==> config.mk <==
export PLATFORM = sky130hd
export DESIGN_NAME = stack_ctrl_flat
export DESIGN_NICKNAME = d
export VERILOG_FILES = /design/src/rtl/stack_ctrl_if.sv /design/src/rtl/stack_ctrl.sv /design/src/flat_wrapper.sv
export SDC_FILE = /design/constraint.sdc
export NUM_CORES = 1
export LEC_CHECK = 0
export CORE_UTILIZATION = 41
export CTS_CLUSTER_SIZE = 10
export DETAILED_ROUTE_END_ITERATION = 10
export HOLD_SLACK_MARGIN = 0.12
export PLACE_DENSITY = 0.78
export SETUP_SLACK_MARGIN = 0.2
export SLEW_MARGIN = 20
export SYNTH_ARGS = -nofsm -noshare
export SYNTH_HDL_FRONTEND = slang
export SYNTH_SLANG_ARGS = --single-unit
==> constraint.sdc <==
create_clock -name clk -period 2.35 [get_ports clk]
set_input_delay 0.235 -clock clk [delete_from_list [all_inputs] [get_ports clk]]
set_output_delay 0.235 -clock clk [all_outputs]
set_load 0.005 [all_outputs]
==> src/rtl/stack_ctrl_if.sv <==
// rtl/stack_ctrl_if.sv - strobe and status bundle between stack_ctrl and its datapath
// master side is the controller; slave side is the datapath.
interface stack_ctrl_if #(
  parameter int DATA_W    = 16,
  parameter int OPCODE_W  = 5,
  parameter int OPERAND_W = 11,
  parameter int PTR_W     = 6
);
  logic [OPCODE_W-1:0]  instruction;
  logic [OPERAND_W-1:0] operand;
  logic                 mem_ack;
  logic                 memd_ack;
  logic [DATA_W-1:0]    data_out_memd;
  logic [DATA_W-1:0]    temp1_data;
  logic [DATA_W-1:0]    alu_result;
  logic                 zf;
  logic                 gf;
  logic                 lf;

  logic rd_mem, wr_ir, rd_ir, rd_temp1, wr_temp1, wr_temp2;
  logic rd_memd, wr_memd, alu_en;
  logic wr_ip, rd_ip, inc_ip, ip_src;
  logic push_stack, pop_stack, push_rtn, pop_rtn;
  logic rst_all;
  logic [DATA_W-1:0] stack_data;
  logic [PTR_W-1:0]  tos_ptr;
  logic [PTR_W-1:0]  rtn_ptr;
  logic              halted;
  logic              fault;
  logic [2:0]        fault_code;

  modport master (
    input  instruction, operand, mem_ack, memd_ack, data_out_memd, temp1_data,
           alu_result, zf, gf, lf,
    output rd_mem, wr_ir, rd_ir, rd_temp1, wr_temp1, wr_temp2, rd_memd, wr_memd,
           alu_en, wr_ip, rd_ip, inc_ip, ip_src, push_stack, pop_stack, push_rtn,
           pop_rtn, rst_all, stack_data, tos_ptr, rtn_ptr, halted, fault, fault_code
  );

  modport slave (
    output instruction, operand, mem_ack, memd_ack, data_out_memd, temp1_data,
           alu_result, zf, gf, lf,
    input  rd_mem, wr_ir, rd_ir, rd_temp1, wr_temp1, wr_temp2, rd_memd, wr_memd,
           alu_en, wr_ip, rd_ip, inc_ip, ip_src, push_stack, pop_stack, push_rtn,
           pop_rtn, rst_all, stack_data, tos_ptr, rtn_ptr, halted, fault, fault_code
  );
endinterface

==> src/rtl/stack_ctrl.sv <==
// rtl/stack_ctrl.sv - fetch/decode/execute control FSM for the stack-machine core
// Strobes are decoded from the state register; stack pointers and push data are registered here.
module stack_ctrl #(
  parameter int DATA_W      = 16,
  parameter int OPCODE_W    = 5,
  parameter int OPERAND_W   = 11,
  parameter int STACK_DEPTH = 32,
  parameter int RTN_DEPTH   = 16,
  parameter int PTR_W       = 6
) (
  input  logic         clk,
  input  logic         rst,
  stack_ctrl_if.master bus
);

  localparam logic [OPCODE_W-1:0] OP_PUSH   = OPCODE_W'(0);
  localparam logic [OPCODE_W-1:0] OP_PUSH_I = OPCODE_W'(1);
  localparam logic [OPCODE_W-1:0] OP_PUSH_T = OPCODE_W'(2);
  localparam logic [OPCODE_W-1:0] OP_POP    = OPCODE_W'(3);
  localparam logic [OPCODE_W-1:0] OP_ADD    = OPCODE_W'(4);
  localparam logic [OPCODE_W-1:0] OP_CMP    = OPCODE_W'(12);
  localparam logic [OPCODE_W-1:0] OP_NOT    = OPCODE_W'(13);
  localparam logic [OPCODE_W-1:0] OP_GOTO   = OPCODE_W'(14);
  localparam logic [OPCODE_W-1:0] OP_IF_EQ  = OPCODE_W'(15);
  localparam logic [OPCODE_W-1:0] OP_IF_GT  = OPCODE_W'(16);
  localparam logic [OPCODE_W-1:0] OP_IF_LT  = OPCODE_W'(17);
  localparam logic [OPCODE_W-1:0] OP_IF_GE  = OPCODE_W'(18);
  localparam logic [OPCODE_W-1:0] OP_IF_LE  = OPCODE_W'(19);
  localparam logic [OPCODE_W-1:0] OP_CALL   = OPCODE_W'(20);
  localparam logic [OPCODE_W-1:0] OP_RET    = OPCODE_W'(21);
  localparam logic [OPCODE_W-1:0] OP_HALT   = OPCODE_W'(31);

  typedef enum logic [3:0] {
    S_RESET, S_FETCH, S_DECODE, S_MEM_RD, S_MEM_WR, S_POP_A, S_POP_B, S_EXEC,
    S_PUSH, S_JUMP, S_CALL, S_RET, S_RET_LD, S_NEXT, S_HALT, S_FAULT
  } state_t;

  state_t state, next_state;

  logic [OPCODE_W-1:0]  op_q;
  logic [DATA_W-1:0]    sd_q, sd_nxt;
  logic [PTR_W-1:0]     tos_q, rtn_q;
  logic [2:0]           code_q, code_nxt;
  logic                 ld_op, ld_sd, ld_code;
  logic [OPERAND_W-1:0] operand_w;
  logic                 is_bin, is_push, is_unary;

  logic rd_mem, wr_ir, rd_ir, rd_temp1, wr_temp1, wr_temp2;
  logic rd_memd, wr_memd, alu_en, wr_ip, rd_ip, inc_ip, ip_src;
  logic push_stack, pop_stack, push_rtn, pop_rtn, rst_all;

  assign operand_w = bus.operand;
  assign is_bin    = (bus.instruction >= OP_ADD) && (bus.instruction <= OP_CMP);
  assign is_push   = (bus.instruction <= OP_PUSH_T);
  assign is_unary  = (bus.instruction == OP_POP) || (bus.instruction == OP_NOT);

  always_comb begin
    next_state = state;
    ld_op      = 1'b0;
    ld_sd      = 1'b0;
    sd_nxt     = '0;
    ld_code    = 1'b0;
    code_nxt   = 3'd0;
    rd_mem     = 1'b0;
    wr_ir      = 1'b0;
    rd_ir      = 1'b0;
    rd_temp1   = 1'b0;
    wr_temp1   = 1'b0;
    wr_temp2   = 1'b0;
    rd_memd    = 1'b0;
    wr_memd    = 1'b0;
    alu_en     = 1'b0;
    wr_ip      = 1'b0;
    rd_ip      = 1'b0;
    inc_ip     = 1'b0;
    ip_src     = 1'b0;
    push_stack = 1'b0;
    pop_stack  = 1'b0;
    push_rtn   = 1'b0;
    pop_rtn    = 1'b0;
    rst_all    = 1'b0;

    case (state)
      S_RESET: begin
        rst_all    = 1'b1;
        next_state = S_FETCH;
      end
      S_FETCH: begin
        rd_mem = 1'b1;
        if (bus.mem_ack) begin
          wr_ir      = 1'b1;
          next_state = S_DECODE;
        end
      end
      S_DECODE: begin
        rd_ir = 1'b1;
        ld_op = 1'b1;
        // All depth checks come first so a faulting instruction never touches a stack.
        if (bus.instruction == OP_HALT) begin
          next_state = S_HALT;
        end else if (bus.instruction > OP_RET) begin
          ld_code = 1'b1; code_nxt = 3'd5; next_state = S_FAULT;
        end else if ((is_unary && tos_q == '0) || (is_bin && tos_q < PTR_W'(2))) begin
          ld_code = 1'b1; code_nxt = 3'd1; next_state = S_FAULT;
        end else if (is_push && tos_q >= PTR_W'(STACK_DEPTH)) begin
          ld_code = 1'b1; code_nxt = 3'd2; next_state = S_FAULT;
        end else if (bus.instruction == OP_CALL && rtn_q >= PTR_W'(RTN_DEPTH)) begin
          ld_code = 1'b1; code_nxt = 3'd3; next_state = S_FAULT;
        end else if (bus.instruction == OP_RET && rtn_q == '0) begin
          ld_code = 1'b1; code_nxt = 3'd4; next_state = S_FAULT;
        end else begin
          case (bus.instruction)
            OP_PUSH:   next_state = S_MEM_RD;
            OP_PUSH_I: begin
              ld_sd = 1'b1; sd_nxt = DATA_W'(operand_w); next_state = S_PUSH;
            end
            OP_PUSH_T: begin
              rd_temp1 = 1'b1; ld_sd = 1'b1; sd_nxt = bus.temp1_data; next_state = S_PUSH;
            end
            OP_GOTO:   next_state = S_JUMP;
            OP_IF_EQ:  next_state = bus.zf ? S_JUMP : S_NEXT;
            OP_IF_GT:  next_state = bus.gf ? S_JUMP : S_NEXT;
            OP_IF_LT:  next_state = bus.lf ? S_JUMP : S_NEXT;
            OP_IF_GE:  next_state = (bus.gf | bus.zf) ? S_JUMP : S_NEXT;
            OP_IF_LE:  next_state = (bus.lf | bus.zf) ? S_JUMP : S_NEXT;
            OP_CALL:   next_state = S_CALL;
            OP_RET:    next_state = S_RET;
            default:   next_state = S_POP_A;
          endcase
        end
      end
      S_MEM_RD: begin
        rd_memd = 1'b1;
        if (bus.memd_ack) begin
          ld_sd = 1'b1; sd_nxt = bus.data_out_memd; next_state = S_PUSH;
        end
      end
      S_MEM_WR: begin
        wr_memd  = 1'b1;
        rd_temp1 = 1'b1;
        if (bus.memd_ack) next_state = S_NEXT;
      end
      S_POP_A: begin
        pop_stack = 1'b1;
        wr_temp1  = 1'b1;
        if (op_q == OP_POP)      next_state = S_MEM_WR;
        else if (op_q == OP_NOT) next_state = S_EXEC;
        else                     next_state = S_POP_B;
      end
      S_POP_B: begin
        pop_stack  = 1'b1;
        wr_temp2   = 1'b1;
        next_state = S_EXEC;
      end
      S_EXEC: begin
        alu_en     = 1'b1;
        ld_sd      = 1'b1;
        sd_nxt     = bus.alu_result;
        next_state = (op_q == OP_CMP) ? S_NEXT : S_PUSH;
      end
      S_PUSH: begin
        push_stack = 1'b1;
        next_state = S_NEXT;
      end
      S_JUMP: begin
        wr_ip      = 1'b1;
        next_state = S_FETCH;
      end
      S_CALL: begin
        push_rtn   = 1'b1;
        rd_ip      = 1'b1;
        next_state = S_JUMP;
      end
      S_RET: begin
        pop_rtn    = 1'b1;
        next_state = S_RET_LD;
      end
      S_RET_LD: begin
        wr_ip      = 1'b1;
        ip_src     = 1'b1;
        next_state = S_NEXT;
      end
      S_NEXT: begin
        inc_ip     = 1'b1;
        next_state = S_FETCH;
      end
      S_HALT:  next_state = S_HALT;
      S_FAULT: next_state = S_FAULT;
      default: next_state = S_RESET;
    endcase
  end

  always_ff @(posedge clk or negedge rst) begin
    if (!rst) begin
      state  <= S_RESET;
      op_q   <= '0;
      sd_q   <= '0;
      tos_q  <= '0;
      rtn_q  <= '0;
      code_q <= 3'd0;
    end else begin
      state <= next_state;
      if (ld_op)   op_q   <= bus.instruction;
      if (ld_sd)   sd_q   <= sd_nxt;
      if (ld_code) code_q <= code_nxt;
      if (push_stack)     tos_q <= tos_q + PTR_W'(1);
      else if (pop_stack) tos_q <= tos_q - PTR_W'(1);
      if (push_rtn)       rtn_q <= rtn_q + PTR_W'(1);
      else if (pop_rtn)   rtn_q <= rtn_q - PTR_W'(1);
    end
  end

  assign bus.rd_mem     = rd_mem;
  assign bus.wr_ir      = wr_ir;
  assign bus.rd_ir      = rd_ir;
  assign bus.rd_temp1   = rd_temp1;
  assign bus.wr_temp1   = wr_temp1;
  assign bus.wr_temp2   = wr_temp2;
  assign bus.rd_memd    = rd_memd;
  assign bus.wr_memd    = wr_memd;
  assign bus.alu_en     = alu_en;
  assign bus.wr_ip      = wr_ip;
  assign bus.rd_ip      = rd_ip;
  assign bus.inc_ip     = inc_ip;
  assign bus.ip_src     = ip_src;
  assign bus.push_stack = push_stack;
  assign bus.pop_stack  = pop_stack;
  assign bus.push_rtn   = push_rtn;
  assign bus.pop_rtn    = pop_rtn;
  assign bus.rst_all    = rst_all;
  assign bus.stack_data = sd_q;
  assign bus.tos_ptr    = tos_q;
  assign bus.rtn_ptr    = rtn_q;
  assign bus.halted     = (state == S_HALT);
  assign bus.fault      = (state == S_FAULT);
  assign bus.fault_code = code_q;

endmodule

==> src/flat_wrapper.sv <==
// flat-port wrapper written by rule: the top's interface ports become plain ports
module stack_ctrl_flat 
#(
  parameter int DATA_W      = 16,
  parameter int OPCODE_W    = 5,
  parameter int OPERAND_W   = 11,
  parameter int STACK_DEPTH = 32,
  parameter int RTN_DEPTH   = 16,
  parameter int PTR_W       = 6
)
  (clk, rst, bus_instruction, bus_operand, bus_mem_ack, bus_memd_ack, bus_data_out_memd, bus_temp1_data, bus_alu_result, bus_zf, bus_gf, bus_lf, bus_rd_mem, bus_wr_ir, bus_rd_ir, bus_rd_temp1, bus_wr_temp1, bus_wr_temp2, bus_rd_memd, bus_wr_memd, bus_alu_en, bus_wr_ip, bus_rd_ip, bus_inc_ip, bus_ip_src, bus_push_stack, bus_pop_stack, bus_push_rtn, bus_pop_rtn, bus_rst_all, bus_stack_data, bus_tos_ptr, bus_rtn_ptr, bus_halted, bus_fault, bus_fault_code);
  stack_ctrl_if #(.DATA_W(DATA_W), .OPCODE_W(OPCODE_W), .OPERAND_W(OPERAND_W), .PTR_W(PTR_W)) bus_i ();
  input  logic clk;
  input  logic rst;
  input wire logic [$bits(bus_i.instruction)-1:0] bus_instruction;
  input wire logic [$bits(bus_i.operand)-1:0] bus_operand;
  input wire logic [$bits(bus_i.mem_ack)-1:0] bus_mem_ack;
  input wire logic [$bits(bus_i.memd_ack)-1:0] bus_memd_ack;
  input wire logic [$bits(bus_i.data_out_memd)-1:0] bus_data_out_memd;
  input wire logic [$bits(bus_i.temp1_data)-1:0] bus_temp1_data;
  input wire logic [$bits(bus_i.alu_result)-1:0] bus_alu_result;
  input wire logic [$bits(bus_i.zf)-1:0] bus_zf;
  input wire logic [$bits(bus_i.gf)-1:0] bus_gf;
  input wire logic [$bits(bus_i.lf)-1:0] bus_lf;
  output wire logic [$bits(bus_i.rd_mem)-1:0] bus_rd_mem;
  output wire logic [$bits(bus_i.wr_ir)-1:0] bus_wr_ir;
  output wire logic [$bits(bus_i.rd_ir)-1:0] bus_rd_ir;
  output wire logic [$bits(bus_i.rd_temp1)-1:0] bus_rd_temp1;
  output wire logic [$bits(bus_i.wr_temp1)-1:0] bus_wr_temp1;
  output wire logic [$bits(bus_i.wr_temp2)-1:0] bus_wr_temp2;
  output wire logic [$bits(bus_i.rd_memd)-1:0] bus_rd_memd;
  output wire logic [$bits(bus_i.wr_memd)-1:0] bus_wr_memd;
  output wire logic [$bits(bus_i.alu_en)-1:0] bus_alu_en;
  output wire logic [$bits(bus_i.wr_ip)-1:0] bus_wr_ip;
  output wire logic [$bits(bus_i.rd_ip)-1:0] bus_rd_ip;
  output wire logic [$bits(bus_i.inc_ip)-1:0] bus_inc_ip;
  output wire logic [$bits(bus_i.ip_src)-1:0] bus_ip_src;
  output wire logic [$bits(bus_i.push_stack)-1:0] bus_push_stack;
  output wire logic [$bits(bus_i.pop_stack)-1:0] bus_pop_stack;
  output wire logic [$bits(bus_i.push_rtn)-1:0] bus_push_rtn;
  output wire logic [$bits(bus_i.pop_rtn)-1:0] bus_pop_rtn;
  output wire logic [$bits(bus_i.rst_all)-1:0] bus_rst_all;
  output wire logic [$bits(bus_i.stack_data)-1:0] bus_stack_data;
  output wire logic [$bits(bus_i.tos_ptr)-1:0] bus_tos_ptr;
  output wire logic [$bits(bus_i.rtn_ptr)-1:0] bus_rtn_ptr;
  output wire logic [$bits(bus_i.halted)-1:0] bus_halted;
  output wire logic [$bits(bus_i.fault)-1:0] bus_fault;
  output wire logic [$bits(bus_i.fault_code)-1:0] bus_fault_code;
  assign bus_i.instruction = bus_instruction;
  assign bus_i.operand = bus_operand;
  assign bus_i.mem_ack = bus_mem_ack;
  assign bus_i.memd_ack = bus_memd_ack;
  assign bus_i.data_out_memd = bus_data_out_memd;
  assign bus_i.temp1_data = bus_temp1_data;
  assign bus_i.alu_result = bus_alu_result;
  assign bus_i.zf = bus_zf;
  assign bus_i.gf = bus_gf;
  assign bus_i.lf = bus_lf;
  assign bus_rd_mem = bus_i.rd_mem;
  assign bus_wr_ir = bus_i.wr_ir;
  assign bus_rd_ir = bus_i.rd_ir;
  assign bus_rd_temp1 = bus_i.rd_temp1;
  assign bus_wr_temp1 = bus_i.wr_temp1;
  assign bus_wr_temp2 = bus_i.wr_temp2;
  assign bus_rd_memd = bus_i.rd_memd;
  assign bus_wr_memd = bus_i.wr_memd;
  assign bus_alu_en = bus_i.alu_en;
  assign bus_wr_ip = bus_i.wr_ip;
  assign bus_rd_ip = bus_i.rd_ip;
  assign bus_inc_ip = bus_i.inc_ip;
  assign bus_ip_src = bus_i.ip_src;
  assign bus_push_stack = bus_i.push_stack;
  assign bus_pop_stack = bus_i.pop_stack;
  assign bus_push_rtn = bus_i.push_rtn;
  assign bus_pop_rtn = bus_i.pop_rtn;
  assign bus_rst_all = bus_i.rst_all;
  assign bus_stack_data = bus_i.stack_data;
  assign bus_tos_ptr = bus_i.tos_ptr;
  assign bus_rtn_ptr = bus_i.rtn_ptr;
  assign bus_halted = bus_i.halted;
  assign bus_fault = bus_i.fault;
  assign bus_fault_code = bus_i.fault_code;
  stack_ctrl #(.DATA_W(DATA_W), .OPCODE_W(OPCODE_W), .OPERAND_W(OPERAND_W), .STACK_DEPTH(STACK_DEPTH), .RTN_DEPTH(RTN_DEPTH), .PTR_W(PTR_W)) u_core (.clk(clk), .rst(rst), .bus(bus_i));
endmodule
==> Word-level counts from Yosys, hierarchy flattened <==
Index checks and enable logic that the tools add are counted.
{ "word_totals": {"ff_bits": 40, "in_bits": 71, "out_inout_bits": 51} }
{ "classes": {"addsub": 4, "magnitude_cmp": 7, "eq_ne": 34, "n_mux": 80, "bitwise_logic": 2, "n_reduce_logical": 20} }
{ "ops": {"columns": ["cell", "count"], "rows": [
  ["$mux 16", 7],
  ["$pmux 4 s13", 1],
  ["$pmux 16 s3", 1],
  ["$mux 1", 40],
  ["$mux 4", 10],
  ["$pmux 4 s10", 1],
  ["$mux 3", 13],
  ["$eq 5x5->1 const B", 7],
  ["$eq 4x4->1 const B", 8],
  ["$pmux 16 s2", 1],
  ["$eq 5x4->1 const B", 5],
  ["$mux 6", 4],
  ["$eq 4x3->1 const B", 4],
  ["$eq 5x2->1 const B", 3],
  ["$add 6x1->6 const B", 2],
  ["$logic_not 6->1", 2],
  ["$sub 6x1->6 const B", 2],
  ["$eq 4x2->1 const B", 2],
  ["$reduce_or 2->1", 4],
  ["$ge 6x5->1 const B", 1],
  ["$ge 6x6->1 const B", 1],
  ["$logic_and 1x1->1", 6],
  ["$lt 6x2->1 const B", 1],
  ["$ne 2x2->1 const B", 3],
  ["other kinds (15)", 18]
]} }

==> Depth between registers and ports, before layout <==
{ "logic_depth": {"word_depth": 10, "mapped_depth": 10} }

==> Least setup slack after synthesis <==
No wires, ideal clock.
{ "synth_path": {"kind": "reg-to-reg", "startpoint": "reg u_core.state[0]", "endpoint": "reg u_core.tos_q[5] (netlist: u_core.bus.tos_ptr[5])", "arrival_time_ps": 2372, "required_ps": 2223, "path_slack_ps": -149, "path_stages_with_launch": 11, "path_buffers": 1, "synth_period_minus_slack_ps": 2499, "path_cell_list": "dfrtp_1 > buf_2 > or2_2 > nor3_1 > inv_1 > ha_1 > a21o_1 > a21oi_1 > o21ai_0 > mux2i_1 > xnor2_1"} }
{ "synth_lines": {"columns": ["item", "line_no", "text"], "rows": [
  ["start: declaration", "stack_ctrl.sv:38", "state_t state, next_state;"],
  ["start signal: assignment", "stack_ctrl.sv:202", "state <= next_state;"],
  ["$eq 4x4->1 (*)", "stack_ctrl.sv:83", "case (state)"],
  ["$mux 1 (*)", "stack_ctrl.sv:83", null],
  ["via bus_push_stack", "flat_wrapper.sv:38", "output wire logic [$bits(bus_i.push_stack)-1:0] bus_push_stack;"],
  ["$mux 6 / $reduce_bool 2->1 (equally long branches)", null, null],
  ["end signal: assignment", "stack_ctrl.sv:206", "if (push_stack) tos_q <= tos_q + PTR_W'(1);"],
  ["end signal: assignment", "stack_ctrl.sv:207", "else if (pop_stack) tos_q <= tos_q - PTR_W'(1);"],
  ["end: declaration", "stack_ctrl.sv:42", "logic [PTR_W-1:0] tos_q, rtn_q;"]
]} }
The timed path passes the listed nets; every way through them passes the cells marked *.
A chain may end at the register's enable or synchronous reset.

==> Worst setup path in the final report <==
{ "layout_path": {"startpoint": "reg u_core.tos_q[0] (netlist: u_core.bus.tos_ptr[0])", "endpoint": "out bus_rd_temp1"} }
{ "layout_via": {"elab_chain_len": 7} }
{ "layout_rtl": {"columns": ["item", "line_no", "text"], "rows": [
  ["$ge 6x6->1, or another cell as far along", "stack_ctrl.sv:105", "end else if (is_push && tos_q >= PTR_W'(STACK_DEPTH)) begin"],
  ["$logic_and 1x1->1, on equally long branches", "stack_ctrl.sv:105, stack_ctrl.sv:103", null],
  ["$mux 1 / $logic_or 1x1->1 (equally long branches)", "stack_ctrl.sv:105, stack_ctrl.sv:103", null],
  ["$mux 1 (*)", "stack_ctrl.sv:103", "end else if ((is_unary && tos_q == '0) || (is_bin && tos_q < PTR_W'(2))) begin"],
  ["$mux 1 (*)", "stack_ctrl.sv:101", "end else if (bus.instruction > OP_RET) begin"],
  ["$mux 1 (*)", "stack_ctrl.sv:99", "if (bus.instruction == OP_HALT) begin"],
  ["$pmux 1 s2 (*)", "stack_ctrl.sv:83", null],
  ["end: declaration", "flat_wrapper.sv:28", "output wire logic [$bits(bus_i.rd_temp1)-1:0] bus_rd_temp1;"]
]} }
Every way passes the cells marked *; elsewhere a longest branch is shown, timed or not.

==> reports/qor.csv <==
metric;value;unit
RSZ-0062 raised after global routing;true;
Slew headroom;38.4;%
worst min path class;register to register;
WS Path Type;register to output port;
Sink Count;40;
DRC Markers;0;
Via density;5.52;
Crit. Startpoint;u_core.bus.tos_ptr[0];
initial antenna violation count;0;
dpl cells;600;
worst r2r src;u_core.bus.rtn_ptr[3];
commonest non-fill, non-tap cell in the layout;clkdlybuf4s50_1;
Final Max Tran Viols;0;
most frequent cells in the layout;clkdlybuf4s50_1 (113), buf_4 (57), dfrtp_1 (38), nand2_1 (31), o21ai_0 (29);
Min-Delay Endpoint;u_core.bus.stack_data[0];
final setup margin;0.185;ns
FF-to-FF setup slack;0.21;ns
Setup-failing EPs final;0;
Worst-Skew Late Latency;0.30;ns
GP Congestion;0.868;
Max VDD drop;707;uV
first-pass GRT wire length;17.2;mm
TritonCTS buffer count;5;
EDFF count, synth;0;
All-Layer GR Usage;25.8;%
leak pwr;2.18;nW
Setup crit end kind;output port;
largest net degree at the start of global routing;41;
Fmax;462;MHz
flops & latches, synth;40;
PD cells;1020;nW/um^2
drt first pass iters;5;
wire length on met2;5.16;mm
post-route insts no fill;630;
via count;3479;
outcome;completed;
CTS max path bufs;2;
uppermost layer routed;met4;
Final #Nets;611;
clock transition at the registers of the reported paths;0.08;ns
routed wl met3;773;um
total gr overflow;0;
WP data required;2.12;ns
routed len/inst;17.2;um
syn_nets;448;
period utilisation layout;92.1;%
Layout area overhead;62.1;%
Finished Core Util;70.5;%
hold path start;u_core.bus.stack_data[0];
Antenna Cells;0;
Post-Place Cell Area;4790;sq um
DP Worst Slack;-0.274;ns
CTS tree;built;
row count;31;
Final Hold Fails;0;
IO buf count;121;
initial drt markers;211;
Yosys cell types;59;
hold path depth;1;
critical path data arrival time;1.93;ns
crit start category;register;
layout cell share with drive strength beyond 1;26.7;%
Die X-Extent;90.7;um
capturing point of the worst reg2reg path;u_core.bus.stack_data[1];
Routed Antenna Nets;0;
H-Tree Depth;2;
post-DP HPWL;7.54;mm
Post-synth ARST share;100;%
Die Area;8220;sq um
io pins;122;
R2R depth;9;
Mapped Cells;367;
YS warnings;0;
worst-path fanout max;3;
min Tclk post-route;2.17;ns
Cell Area, Synth;3220;sq um
power consumption;5.31;mW
Core Box Area;7410;sq um
clk_skew;0.00711;ns
Synth Area per Inst;8.78;sq um
Max Cap Viol;0;
Worst-Margin Slew;0.924;ns
Starting Density;43.5;%
Total Wirelength;10.8;mm
Main synth FF type;dfrtp_1;
CTS root buf;clkbuf_8;
Filler Cells Inserted;561;
vias in the first global route;3390;
Die Y-Extent;90.7;um
register area share after synthesis;31.1;%
wl on met1;4.72;mm
final std cell area, no fill;5230;sq um
[routing by layer]
metal  track usage [%]  up-vias
li1                  -     1669
met1              34.1     1661
met2              43.3      135
met3              5.39       14
met4              5.78        0
met5                 0        -
[report_power, final]
part | internal [mW] | switching [mW]
sequential | 0.999 | 0.272
combinational | 1.97 | 1.57
clock | 0.238 | 0.261
total | 3.21 | 2.10
[worst max-delay path: stages, from the launching register on]
cell and delay [ns]:
dfrtp_1 0.43, or3b_4 0.40, a2111oi_4 0.33, nor2_2 0.09, a31o_2 0.26, buf_2 0.12
[how the worst max path moves through the flow]
stage	endpoint
after CTS	bus_rd_temp1
after detailed placement	bus_rd_temp1
after floorplan	u_core.bus.rtn_ptr[5]
after global routing	bus_rd_temp1
after global placement	bus_rd_temp1
final	bus_rd_temp1
[logic make-up (layout without fill, tap and decap cells)]
logic type | after synthesis | count (layout) | synth area share [%]
simple gates | 126 | 126 | 21.6
compound gates | 110 | 110 | 22.9
buf+inv | 43 | 207 | 6.60
flops | 40 | 40 | 31.1
mux | 26 | 26 | 10.3
xor+xnor | 12 | 12 | 3.26
fa+ha+maj | 10 | 10 | 4.35
[synth_stat cells, types with 5 or more instances]
library cell   n  area [sq um]
nand2b_1      10          62.6
nor2_1        22          82.6
xnor2_1        7          61.3
clkbuf_1      14          52.6
nand3_1        8          40.0
ha_1           8           100
a21o_1         5          37.5
mux2_4        11           165
a22oi_1       17           128
dfrtp_1       40          1000
nor3_1        10          50.1
xor2_1         5          43.8
buf_2          7          35.0
a21oi_1       27           135
mux2_2        12           135
nand2_1       31           116
inv_1         13          48.8
nand3b_1      24           180
o21ai_0       31           155
[per-stage QoR]
step           hold WS, ns  setup TNS [ns]
3_5_place_dp         0.416           -3.11
4_1_cts              0.511               0
2_1_floorplan      -0.0606               0
6_report             0.517               0
5_1_grt              0.531               0
3_3_place_gp         0.406           -2.43
[state kept, by name (all words and copies together) (netlist names)]
register               flops
u_core.bus.fault_code      3
u_core.bus.rtn_ptr         6
u_core.bus.stack_data     16
u_core.bus.tos_ptr         6
u_core.op_q                5
u_core.state               4
[what timing repair did]
item	CTS	global route
setup buffers	11	9
setup endpoints to repair	25	30
gates cloned	1	0
pin swaps	11	10
gates resized for setup	26	23
hold buffers	1	0
endpoints found under the hold margin	40	0
[cell type report]
cell class | instances | area, sq um | area share [%]
multi-input cells | 284 | 2210 | 42.3
repair buffers | 186 | 1740 | 33.3
flip-flops and latches | 40 | 1000 | 19.2
well taps | 99 | 124 | 2.37
clock buffers | 6 | 82.6 | 1.58
inverters | 13 | 52.6 | 1.01
clock inverters | 2 | 15.0 | 0.287
Power figures use the tool's default switching activity.
